<file path="config.mk">
export PLATFORM = sky130hd
export DESIGN_NAME = mux_nx1_rr_valid
export DESIGN_NICKNAME = d
export VERILOG_FILES = /design/src/rtl/mux_nx1_rr_valid.sv
export SDC_FILE = /design/constraint.sdc
export NUM_CORES = 1
export LEC_CHECK = 0
export BUFFER_PORTS_ARGS = -buffer_cell sky130_fd_sc_hd__buf_2
export CORE_MARGIN = 1.5
export CORE_UTILIZATION = 49
export CTS_CLUSTER_SIZE = 8
export DETAILED_ROUTE_END_ITERATION = 10
export PLACE_DENSITY_LB_ADDON = 0.08
export SYNTH_ARGS = -nofsm -noshare
export SYNTH_HDL_FRONTEND = slang
export SYNTH_SLANG_ARGS = --single-unit
export TNS_END_PERCENT = 5
</file>
<file path="constraint.sdc">
create_clock -name clk -period 2.7 [get_ports clk]
set_clock_uncertainty 0.2 [all_clocks]
set_input_delay 0.135 -clock clk [delete_from_list [all_inputs] [get_ports clk]]
set_output_delay 0.135 -clock clk [all_outputs]
set_load 0.02 [all_outputs]
</file>
<file path="src/rtl/mux_nx1_rr_valid.sv">
// N-to-1 valid-qualified word multiplexer with direct-select and round-robin modes.
// The output word, valid flag and source index are registered, and a saturating
// counter tracks how many words were accepted.
module mux_nx1_rr_valid #(
  parameter int unsigned WIDTH    = 2,
  parameter int unsigned CHANNELS = 4,
  parameter int unsigned SEL_W    = $clog2(CHANNELS),
  parameter int unsigned CNT_W    = 7
) (
  input  logic                        clk,
  input  logic                        reset,
  input  logic                        mode,
  input  logic [SEL_W-1:0]            select,
  input  logic [CHANNELS*WIDTH-1:0]   in_data,
  input  logic [CHANNELS-1:0]         in_valid,
  output logic [WIDTH-1:0]            out_data,
  output logic                        out_valid,
  output logic [SEL_W-1:0]            out_sel,
  output logic [CNT_W-1:0]            word_count
);

  // Valid vector padded to every encodable select value; padding bits are zero,
  // so an out-of-range select can never grant.
  localparam int unsigned SEL_SPAN = 1 << SEL_W;

  logic [SEL_SPAN-1:0] w_valid_ext;
  logic [SEL_W-1:0]    r_ptr;
  logic                w_rr_hit;
  logic [SEL_W-1:0]    w_rr_idx;
  logic [31:0]         w_cand;
  logic                w_grant;
  logic [SEL_W-1:0]    w_gidx;
  logic [WIDTH-1:0]    w_gdata;
  logic [SEL_W-1:0]    w_ptr_nxt;

  logic [WIDTH-1:0]    r_data;
  logic                r_valid;
  logic [SEL_W-1:0]    r_sel;
  logic [CNT_W-1:0]    r_cnt;

  assign w_valid_ext = SEL_SPAN'(in_valid);

  // Round-robin search: first valid channel starting at r_ptr, wrapping at CHANNELS.
  always_comb begin
    w_rr_hit = 1'b0;
    w_rr_idx = r_ptr;
    w_cand   = '0;
    for (int unsigned i = 0; i < CHANNELS; i++) begin
      w_cand = 32'(r_ptr) + i;
      if (w_cand >= CHANNELS) begin
        w_cand = w_cand - CHANNELS;
      end
      if (!w_rr_hit && w_valid_ext[SEL_W'(w_cand)]) begin
        w_rr_hit = 1'b1;
        w_rr_idx = SEL_W'(w_cand);
      end
    end
  end

  // Grant decision for the current mode.
  always_comb begin
    w_grant = 1'b0;
    w_gidx  = select;
    if (mode) begin
      w_grant = w_rr_hit;
      w_gidx  = w_rr_idx;
    end else begin
      w_grant = w_valid_ext[select];
      w_gidx  = select;
    end
  end

  // Word mux for the granted channel.
  always_comb begin
    w_gdata = '0;
    for (int unsigned k = 0; k < CHANNELS; k++) begin
      if (w_gidx == SEL_W'(k)) begin
        w_gdata = in_data[k*WIDTH +: WIDTH];
      end
    end
  end

  // Pointer advances one past the granted channel, wrapping to 0.
  always_comb begin
    w_ptr_nxt = '0;
    if (w_gidx != SEL_W'(CHANNELS - 1)) begin
      w_ptr_nxt = SEL_W'(w_gidx + SEL_W'(1));
    end
  end

  // Round-robin pointer; only moves on a round-robin grant.
  always_ff @(posedge clk or posedge reset) begin
    if (reset) begin
      r_ptr <= '0;
    end else if (mode && w_grant) begin
      r_ptr <= w_ptr_nxt;
    end
  end

  // Output registers; data and index hold when nothing is granted.
  always_ff @(posedge clk or posedge reset) begin
    if (reset) begin
      r_data  <= '0;
      r_valid <= 1'b0;
      r_sel   <= '0;
    end else begin
      r_valid <= w_grant;
      if (w_grant) begin
        r_data <= w_gdata;
        r_sel  <= w_gidx;
      end
    end
  end

  // Saturating accepted-word counter.
  always_ff @(posedge clk or posedge reset) begin
    if (reset) begin
      r_cnt <= '0;
    end else if (w_grant && (r_cnt != {CNT_W{1'b1}})) begin
      r_cnt <= r_cnt + CNT_W'(1);
    end
  end

  assign out_data   = r_data;
  assign out_valid  = r_valid;
  assign out_sel    = r_sel;
  assign word_count = r_cnt;

endmodule

</file>
==> impl_summary.md <==
Outcome
The run finished with clean final reports.

Yosys
During synthesis, Yosys emitted a total of 0 warnings. In this run the cell area of the synthesized design comes to between 800 and 900 um^2. The number of standard cells after synthesis is 91. The register bit count reported by yosys is 14. After Yosys synthesis, and, or, nand and nor cells account for 17.5% of the synthesized area. A synthesized cell averages 9.61 um^2. The proportion of synthesized chip area in sequential cells is about 40%.

Summing the areas of all compound-gate instances in the mapped netlist gives 25.3% of the synthesized area. Synthesis instantiated 31 different standard cells from the library. Summing the areas of all xor and xnor instances in the mapped netlist gives 3.00% of the synthesized area. The largest family of logic cells by synthesized area is compound AO/OA/AOI/OAI gates. The mux contribution to synthesized area is roughly 3.6%. After Yosys synthesis, full adders, half adders and majority gates account for 7.15% of the synthesized area. The total nets after synthesis is 113.

Layout
From synthesis to final layout, the design area changed by 25.9%. The library cell used most frequently in the layout, excluding fill and tap cells, is buf_2. The top cell types in the final layout, fill and taps aside, are buf_2 (28), dfrtp_1 (14), a21oi_1 (10). The ratio of cells with drive above 1 in the final layout is between 20% and 30%. The repair_antennas step left the layout with diodes totalling 0. The share of the core filled with cells is 64.5%. In the final design database the tool counted 148 nets.

Drt
The routed design has 1720 um of wire. The pre-antenna-repair detailed-routing pass consisted of 4 iterations. The number of DRC violations after detailed-routing iteration 0 is 11. For this block, the via count after detailed routing is 788. After detailed routing, the number of remaining DRC violations is 0. The per-cell via count in the routed design is 5.25. In the final routed layout, each cell accounts on average for 11.4 um. In this run the remaining antenna-violating nets after routing total 0.

Clock network
The tree built by TritonCTS fans out to 14 sinks. Buffers inserted to repair hold after CTS numbered 3. The total number of H-tree levels is 1. The number of buffers added for setup after CTS is 0. The root buffer cell chosen for the clock tree is clkbuf_4. After clock tree synthesis, the clock-pin slew on the worst setup and hold paths is 0.08 ns. TritonCTS built the clock tree. The clock insertion delay at the later pin of the skew report is between 0.2 and 0.3 ns.

The number of CTS-inserted buffers is 3. In this run, post-CTS repair resized a total of 0 instances. The buffer depth of the longest clock path is 2.

Floorplanning
The number of ports placed on the die boundary is 29. The starting density of the core is between 50% and 60%. The area enclosed by the die boundary is 2050 um^2. The floorplan has 15 rows. The core box area is 1710 um^2. The overall die height is 45.2 um. The floorplan step set the die width to 45.2 um.

Critical path
Among the stages of the critical path, the cell type that occurs most often is a21oi_1. The worst register-to-register path has a setup slack of roughly 0.25 ns. The worst-path maximum fanout is 7. The cell with the largest stage delay on the worst path is o311ai_0.

The worst setup path is captured at a flop. The kind of cell with the highest combined delay on the critical path is compound AO/OA/AOI/OAI gates. The data required time at the worst endpoint is 2.63 ns. The number of cells on the worst reg-to-reg path is 9. The startpoint of the worst setup timing path is r_ptr[1].

The data arrival time of the critical path is approximately 2.4 ns. The critical path depth is 9. The number of buffers and inverters on the critical path is 0. Traced cell by cell, the critical path runs through nand2b_1, a21boi_0, o311ai_0, nand2_1, ha_1, a21oi_1, o21ai_0, a22oi_1, a21oi_1. The class of the most critical setup path is reg -> reg. The worst register-to-register path begins at r_ptr[1]. The critical path's largest stage delay is 0.56 ns. The sort of element at the start of the critical path is a flop.

STA
The normalized max-slew margin is 56.5%. Setup repair after global routing left no endpoint under its margin. Setup violations remaining at the end of the flow were counted as 0.

The ratio of final minimum period to clock period is 90.9%. The final count of hold timing violations is 0. The number of max-slew violations in the final report was 0.

The total negative slack for setup checks is 0 ns. At the pin with the least slew margin, the transition time is 0.652 ns. The maximum frequency from static timing analysis is around 410 MHz.

After layout, the minimum clock period comes to 2.45 ns.

Place
In this run the tool buffered the top-level ports with 28 buffer cells. The detailed placer's ending HPWL is between 1000 and 1500 um. The routability congestion estimate from global placement is approximately 0.76.

Global route
After global routing the overflow that remains totals 0. Global routing consumed, over all layers together, 18.2% of the routing resources. The global-route wire length before repair is 2720 um.

Entering global routing, the biggest net connects 16 pins. The initial antenna violation count came to 0. The via count of the first global-routing pass was between 600 and 700.

Job
The reported max-cap violation count is 0.

Pwr
For this design the ratio of total power to cell area is 790 nW/um^2. In this run the static leakage power is roughly 0.00055 uW. The maximum resistive drop on vdd is 0.580 mV.

Hold path
The hold path depth is 3. The worst min-delay path class is in -> reg. The worst hold path begins at mode.
==> worst min-delay path: cells and delay by family <==
| kind | cells | cell delay, ns |
|---|---|---|
| buffers and inverters | 1 | 0.14 |
| AOI/OAI and AO/OA | 2 | 0.17 |
==> cell families (layout without fill, tap and decap cells) <==
kind of cell,after synthesis,in the layout
AO/OA/AOI/OAI,31,31
AND/OR/NAND/NOR,29,29
flip-flops,14,14
buffers and inverters,6,40
adder cells (fa/ha/maj),5,5
XOR/XNOR,3,3
multiplexers,3,3
==> power breakdown <==
part	internal [uW]	switching, uW
logic	157	215
registers	281	69.3
clock network	82.0	65.1
total	520	350
==> synthesized netlist by cell type <==
cell type / number / share of area [%]
or2_1: 1 / 0.72
nand2_1: 6 / 2.6
nor2_1: 6 / 2.6
nand3_2: 1 / 1.1
mux2i_1: 2 / 2.3
a22oi_1: 2 / 1.7
a21o_1: 1 / 0.86
o221ai_2: 1 / 1.7
a21oi_1: 10 / 5.7
xnor2_1: 3 / 3.0
a21boi_0: 1 / 0.86
nand4_1: 1 / 0.72
mux2_1: 1 / 1.3
nand2b_1: 3 / 2.1
and2_1: 2 / 1.4
ha_1: 5 / 7.2
dfrtp_1: 14 / 40
nor3_1: 1 / 0.57
a32o_1: 1 / 1.1
and3_1: 5 / 3.6
a41o_1: 1 / 1.1
o2111ai_1: 1 / 1.0
inv_1: 5 / 2.1
nand3_1: 1 / 0.57
o21ai_0: 8 / 4.6
o311ai_0: 1 / 1.0
buf_6: 1 / 1.3
a31o_1: 1 / 1.0
a31oi_1: 2 / 1.4
nor2b_1: 2 / 1.4
o41ai_4: 1 / 3.1
==> layer usage <==
| metal | up-vias | share of wire [%] | track usage (%) |
|---|---|---|---|
| li1 | 398 | - | - |
| met1 | 356 | 48 | 24.5 |
| met2 | 31 | 46 | 29.7 |
| met3 | 3 | 5.5 | 4.80 |
| met4 | 0 | 0.52 | 3.53 |
| met5 | - | 0 | 0 |
==> flip-flops by register name, summed over array words and instances, names as in the netlist <==
signal,count
out_data,2
out_valid,1
word_count,7
r_ptr,2
out_sel,2
==> stage by stage <==
stage | instances | hold slack (ns) | setup slack (ns) | instance area, um^2 | total power [uW]
2_1_floorplan | 91 | -0.176 | 0.612 | 875 | 602
3_3_place_gp | 143 | -0.0149 | 0.413 | 1030 | 712
3_5_place_dp | 143 | -0.0133 | 0.251 | 1030 | 723
4_1_cts | 150 | 0.00348 | 0.232 | 1100 | 875
5_1_grt | 150 | 0.0125 | 0.0184 | 1100 | 936
6_report | 150 | 0.00772 | 0.245 | 1100 | 869
==> area by class of cell <==
type	instances	area [um^2]
multi-input combinational	71	494
fill	144	607
inverter	5	18.8
sequential	14	350
clock buffer	4	36.3
timing repair buffer	31	170
tap	25	31.3
==> worst paths after layout <==
check,to
setup / recovery,out_data[0]
min in group asynchronous,word_count[0]
max in group asynchronous,word_count[3]
setup reg to reg,out_data[0]
hold reg to reg,word_count[6]
hold / removal,r_ptr[1]
Note: power is estimated with default switching activity, not from simulation.
